**src/rtl/alu_exec_ctrl.sv**
```systemverilog
// rtl/alu_exec_ctrl.sv - issue/writeback sequencer wrapped around the 16-bit ALU
module alu_exec_ctrl #(
  parameter int DATA_W = 16,
  parameter int NREG   = 8,
  parameter int REG_AW = 3
) (
  input  logic              clk,
  input  logic              rst_n,
  input  logic              instr_valid,
  output logic              instr_ready,
  input  logic [2:0]        instr_op,
  input  logic [REG_AW-1:0] instr_rd,
  input  logic [REG_AW-1:0] instr_rs1,
  input  logic [REG_AW-1:0] instr_rs2,
  input  logic              instr_use_imm,
  input  logic [DATA_W-1:0] instr_imm,
  output logic [DATA_W-1:0] alu_a,
  output logic [DATA_W-1:0] alu_b,
  output logic [2:0]        alu_ctrl,
  input  logic [DATA_W-1:0] alu_result,
  input  logic              alu_zero,
  output logic              done_valid,
  output logic [REG_AW-1:0] done_rd,
  output logic [DATA_W-1:0] done_data,
  output logic              done_err,
  output logic              flag_z,
  output logic              flag_n,
  input  logic [REG_AW-1:0] dbg_addr,
  output logic [DATA_W-1:0] dbg_data
);

  typedef enum logic [1:0] {S_IDLE, S_READ, S_EXEC, S_WB} state_t;

  localparam logic [2:0] OP_ILLEGAL = 3'b111;

  state_t              state_q, state_d;
  logic [2:0]          op_q;
  logic [REG_AW-1:0]   rd_q, rs1_q, rs2_q;
  logic                use_imm_q;
  logic [DATA_W-1:0]   imm_q;
  logic [DATA_W-1:0]   res_q;
  logic                z_q;
  logic [DATA_W-1:0]   regs [NREG];
  logic [DATA_W-1:0]   rf_a, rf_b;
  logic                accept, legal;

  assign accept = instr_valid && instr_ready;
  assign legal  = (op_q != OP_ILLEGAL);

  // Register-file read ports; r0 is hardwired to zero on every read path.
  always_comb begin
    rf_a     = '0;
    rf_b     = '0;
    dbg_data = '0;
    if (rs1_q != '0)    rf_a     = regs[rs1_q];
    if (rs2_q != '0)    rf_b     = regs[rs2_q];
    if (dbg_addr != '0) dbg_data = regs[dbg_addr];
  end

  // Sequencer state register.
  always_ff @(posedge clk or negedge rst_n) begin
    if (!rst_n) state_q <= S_IDLE;
    else        state_q <= state_d;
  end

  // Fixed four-step sequence plus the handshake and completion outputs.
  always_comb begin
    state_d     = state_q;
    instr_ready = 1'b0;
    done_valid  = 1'b0;
    done_err    = 1'b0;
    done_rd     = rd_q;
    done_data   = res_q;
    case (state_q)
      S_IDLE: begin
        instr_ready = 1'b1;
        if (instr_valid) state_d = S_READ;
      end
      S_READ: state_d = S_EXEC;
      S_EXEC: state_d = S_WB;
      S_WB: begin
        done_valid = 1'b1;
        done_err   = !legal;
        state_d    = S_IDLE;
      end
      default: state_d = S_IDLE;
    endcase
  end

  // Capture the whole instruction at the handshake; later input changes are ignored.
  always_ff @(posedge clk or negedge rst_n) begin
    if (!rst_n) begin
      op_q      <= '0;
      rd_q      <= '0;
      rs1_q     <= '0;
      rs2_q     <= '0;
      use_imm_q <= 1'b0;
      imm_q     <= '0;
    end else if (accept) begin
      op_q      <= instr_op;
      rd_q      <= instr_rd;
      rs1_q     <= instr_rs1;
      rs2_q     <= instr_rs2;
      use_imm_q <= instr_use_imm;
      imm_q     <= instr_imm;
    end
  end

  // Operand registers double as the ALU drive; held until the next READ.
  always_ff @(posedge clk or negedge rst_n) begin
    if (!rst_n) begin
      alu_a    <= '0;
      alu_b    <= '0;
      alu_ctrl <= 3'b000;
    end else if (state_q == S_READ) begin
      alu_a    <= rf_a;
      alu_b    <= use_imm_q ? imm_q : rf_b;
      alu_ctrl <= op_q;
    end
  end

  // ALU result and zero are sampled at the end of EXEC.
  always_ff @(posedge clk or negedge rst_n) begin
    if (!rst_n) begin
      res_q <= '0;
      z_q   <= 1'b0;
    end else if (state_q == S_EXEC) begin
      res_q <= alu_result;
      z_q   <= alu_zero;
    end
  end

  // Writeback and flag update leaving WB; illegal ops change no architectural state.
  always_ff @(posedge clk or negedge rst_n) begin
    if (!rst_n) begin
      for (int i = 0; i < NREG; i++) regs[i] <= '0;
      flag_z <= 1'b0;
      flag_n <= 1'b0;
    end else if (state_q == S_WB && legal) begin
      if (rd_q != '0) regs[rd_q] <= res_q;
      flag_z <= z_q;
      flag_n <= res_q[DATA_W-1];
    end
  end

endmodule

```
**config.mk**
```make
export PLATFORM = sky130hd
export DESIGN_NAME = alu_exec_ctrl
export DESIGN_NICKNAME = d
export VERILOG_FILES = /design/src/rtl/alu_exec_ctrl.sv
export SDC_FILE = /design/constraint.sdc
export NUM_CORES = 1
export LEC_CHECK = 0
export BUFFER_PORTS_ARGS = -buffer_cell sky130_fd_sc_hd__clkbuf_2
export CAP_MARGIN = 20
export CORE_AREA = 2 2 137 139
export CTS_CLUSTER_DIAMETER = 120
export DETAILED_ROUTE_END_ITERATION = 8
export DIE_AREA = 0 0 139 141
export PLACE_DENSITY = 0.89
export SETUP_SLACK_MARGIN = 0.15
export SYNTH_ARGS = -nofsm -noshare
export SYNTH_HDL_FRONTEND = slang
export SYNTH_SLANG_ARGS = --single-unit
```
**constraint.sdc**
```tcl
create_clock -name clk -period 2.7 [get_ports clk]
set_input_delay 0.405 -clock clk [delete_from_list [all_inputs] [get_ports clk]]
set_output_delay 0.405 -clock clk [all_outputs]
set_load 0.02 [all_outputs]
```
# ---- Word-level counts from Yosys, hierarchy flattened
# Index checks and enable logic that the tools add are counted.
dict set report totals {
  register_bits 213
  ram_bits 0
  latch_bits 0
  output_inout_bits 75
  input_bits 52
  mem_bits_ro 0
  n_memories 0
}
dict set report classes {
  add_sub_neg 0
  order_cmp 5
  eq_ne 5
  n_bitwise 4
  reduce_logical 10
  div_mod_pow 0
  shifts 0
  muxes 21
  mul 0
}
# operator count
set ops {}
lappend ops {{$mux W16} 11}
lappend ops {{$bmux W16 S3} 3}
lappend ops {{$bwmux W128} 1}
lappend ops {{$demux W16 S3} 1}
lappend ops {{$ge A4 B4 Y1 const B} 4}
lappend ops {{$not A3 Y4} 4}
lappend ops {{$reduce_bool A3 Y1} 4}
lappend ops {{$pmux W2 S4} 1}
lappend ops {{$eq A2 B2 Y1 const B} 2}
lappend ops {{$lt A4 B1 Y1 const B} 1}
lappend ops {{$logic_and A1 B1 Y1} 3}
lappend ops {{$mux W1} 3}
lappend ops {{$ne A3 B3 Y1 const B} 1}
lappend ops {{$eq A2 B1 Y1 const B} 1}
lappend ops {{$logic_not A2 Y1} 1}
lappend ops {{$mux W2} 1}
lappend ops {{$ne A2 B2 Y1 const B} 1}
lappend ops {{$reduce_and A2 Y1} 1}
lappend ops {{$logic_not A1 Y1} 1}

# ---- Longest topological paths before layout
dict set report logic_depth {
  ltp_word 6
  ltp_mapped 7
}

# ---- Worst setup path after synthesis
# OpenSTA, ideal clock, no wires.
dict set report synth_path {
  path_kind {input to output}
  from {in dbg_addr[1]}
  to {out dbg_data[15]}
  slack_ns 0.472
  path_stages 6
  t_required_ns 2.295
  t_arrival_ns 1.823
  path_buffers 3
  cell_sequence {clkbuf_1 -> nor2b_1 -> clkbuf_1 -> clkbuf_1 -> a22oi_1 -> o21ai_0}
}
dict set report synth_between {
  elab_chain_len 5
  elab_cells_between_ends 6
  cone_classes {4 x mux; 1 x bitwise; 1 x reduce/logical}
}
# element line_no
set synth_lines {}
lappend synth_lines {{start, declared} 28} ;# input logic [REG_AW-1:0] dbg_addr,
lappend synth_lines {{$not A3 Y4 (implied by the code)} 57} ;# if (dbg_addr != '0) dbg_data = regs[dbg_addr];
lappend synth_lines {{$bmux W16 S3} 57}
lappend synth_lines {{$mux W16 (implied by the code) (2 in a row)} 57}
lappend synth_lines {{$mux W16 (*)} 57}
lappend synth_lines {{end, declared} 29} ;# output logic [DATA_W-1:0] dbg_data
# Mark *: on every way between the ends. The rest lies on a longest branch, timed or not. The select of a mux whose other input is x is not followed.

# ---- Worst setup path after layout
dict set report layout_path {
  from {in dbg_addr[0]}
  to {out dbg_data[0]}
}
# Same word-level chain as after synthesis.

==> flow_summary.yaml <==
cts:
  cts_resized: 0
  cts_buffers: 17
  cts_buffer_depth: 2
  clk_latency_ns: 0.44
  cts_hold_buffers: 1
  post_cts_buffers: 0
  cts_root_buffer: "clkbuf_16"
  cts.reportedPaths.clkPinSlew_ns: 0.07
  htreeDepth: 4
  tritoncts: "done"
  cts_sinks: 197
finish:
  finish.utilization: 0.648
  syn_to_final_growth_pct: 14.9
  drive_above_1_share: 0.481
  nets: 969
  final_area_um2: 11800
  nFillCells: 1362
synthesis:
  syn_nets: 853
  ys_types: 43
  ys_seq_elements: 197
  yosysSeqAreaShare: 0.479
  yosysWarnings: 0
  ys.flop_type: "dfrtp_1"
  synth_cells: 796
  syn_area_um2: 10300
  async_flop_share: 1.00
  synth_edf_count: 0
  avgSynthCellArea_um2: 12.9
min_path:
  hp-class: "input port to register"
  whs_path_depth: 2
timing:
  setup_viol: 0
  slew_violations: 0
  finalClockSkew_ns: 0.0118
  tns_ns: 0
  tightest_slew_ns: 0.997
  hold_viol_final: 0
  finalCritPeriodShare: 0.871
  fmax_mhz: 425
  rsz0062_at_grt: "no"
  slew_headroom: 0.335
  finalCriticalPeriod_ns: 2.35
  whs_ns: 0.190
route:
  ant_nets: 0
  vias_per_cell: 6.55
  wl_per_cell_um: 23.6
  via_count: 7585
  drt-initial-drc-count: 733
  dr.pass1.iters: 5
  drt_wl_total_um: 27400
  drc_errors: 0
die:
  fp.coreArea_um2: 18300
  io_pins: 127
  initial_core_util: 0.564
  die_area_um2: 19600
  rows: 50
  die_y_um: 141
  chipWidth_um: 139
power:
  p_leak_uw: 0.00544
  pwr_density_cell_nw_per_um2: 1380
  vdd_drop_max_v: 0.000821
grt:
  grt_use_total: 0.288
  grt_pass1_wl_um: 43800
  grt_overflow_total: 0
  grt_pass1_vias: 7676
  grt_max_degree: 66
  antenna_found_initial: 1
worst_setup_path:
  cp_cell_sequence: "clkbuf_2, buf_12, mux4_2, inv_1, a21oi_1, clkbuf_2"
  worst-setup-path-type: "input port to output pin"
  start_kind: "input port"
  crit_top_cell: "clkbuf_2"
  required_ns: 2.30
  cp.depth: 6
  crit_arrival_ns: 1.95
  cp-end-kind: "output pin"
  rr_worst_depth: 4
  cp_max_fo: 14
  critical_path.top_delay_family: "buffers and inverters"
  max_stage_delay_ns: 0.52
  slowest_stage: "mux4_2"
  path_buf_inv: 4
placement:
  placed_area_um2: 11200
  dpl.hpwl_um: 18000
  port_buffers: 126
  gp_congestion: 0.902
status:
  status: "completed"
run:
  drv_cap: 0
final cells by class:
type / instances / area, µm² / share of cell area
Clock buffer: 22 / 494 / 0.0418
Tap cell: 234 / 293 / 0.0247
Inverter: 18 / 67.6 / 0.00571
Clock inverter: 8 / 75.1 / 0.00635
Timing Repair Buffer: 166 / 992 / 0.0839
Multi-Input combinational cell: 512 / 4970 / 0.420
Antenna cell: 1 / 2.50 / 0.000212
Sequential cell: 197 / 4930 / 0.417
per-layer routing:
metal	up-vias	wire length (µm)	track usage
met5	-	0	0
met4	0	986	0.124
met3	89	2640	0.0774
met2	452	12600	0.445
met1	3822	11100	0.388
li1	3222	-	-
flip-flops by register name, indices dropped and copies added, names as in the netlist:
name,count
regs,112
op_q,3
state_q,2
done_data,16
alu_a,16
rs1_q,3
imm_q,16
alu_b,16
alu_ctrl,3
flag_n,1
use_imm_q,1
z_q,1
done_rd,3
rs2_q,3
flag_z,1
cells in the mapped netlist (all sizes together), types with 16 or more instances:
master | n | area share
mux2i | 48 | 0.047
mux2 | 228 | 0.26
buf | 31 | 0.019
mux4 | 16 | 0.035
dfrtp | 197 | 0.48
inv | 18 | 0.0066
a221oi | 46 | 0.039
nor2 | 24 | 0.0087
clkbuf | 38 | 0.014
a21oi | 40 | 0.019
nand2 | 16 | 0.0066
per-stage QoR:
| step | power (µW) | worst slack [ns] | std cells |
|---|---|---|---|
| finish | 16300 | 0.347 | 1158 |
| global route | 17100 | 0.267 | 1157 |
| CTS | 16200 | 0.364 | 1157 |
| detailed placement | 13700 | 0.384 | 1126 |
| global placement | 13300 | 0.402 | 1126 |
| floorplan | 11100 | 0.472 | 796 |
cell usage in the layout, fill, tap and decap left out, types with 7 or more instances in the layout:
master | netlist | final
dfrtp_1 | 197 | 195
clkbuf_2 | 0 | 125
clkbuf_16 | 0 | 17
o211a_1 | 7 | 7
inv_1 | 18 | 18
mux2i_1 | 48 | 48
o22ai_1 | 15 | 15
nor2_1 | 24 | 24
buf_4 | 2 | 35
nand2_1 | 15 | 15
a21oi_1 | 40 | 40
a22oi_1 | 15 | 15
mux2_2 | 204 | 204
mux2_4 | 20 | 20
nand3b_1 | 10 | 10
a21o_1 | 9 | 9
mux4_2 | 16 | 16
a221oi_1 | 46 | 46
cell families (layout without fill, tap and decap cells):
logic type	after synthesis	count (layout)	synth area share
flops	197	197	0.479
mux	292	292	0.338
fa+ha+maj	5	5	0.00608
other cells	0	1	0
buf+inv	87	214	0.0390
simple gates	71	71	0.0374
compound gates	144	144	0.100
path summary, 6_finish.rpt:
path / start / to / slack, ns
max: dbg_addr[0] / dbg_data[0] / 0.35
min: instr_imm[12] / imm_q[12] / 0.19
max reg2reg: state_q[0] / regs[101] / 0.50
min reg2reg: imm_q[6] / imm_q[6] / 0.50
max in group asynchronous: rst_n / regs[33] / 1.39
min in group asynchronous: rst_n / alu_b[11] / 0.51
power breakdown:
group / internal (µW) / total, µW / switching [µW] / leakage (µW)
registers: 4440 / 6170 / 1730 / 0.00240
logic: 3790 / 7620 / 3830 / 0.00277
clock network: 1380 / 2480 / 1100 / 0.000272
No activity file was read; power rests on OpenSTA's default activity.
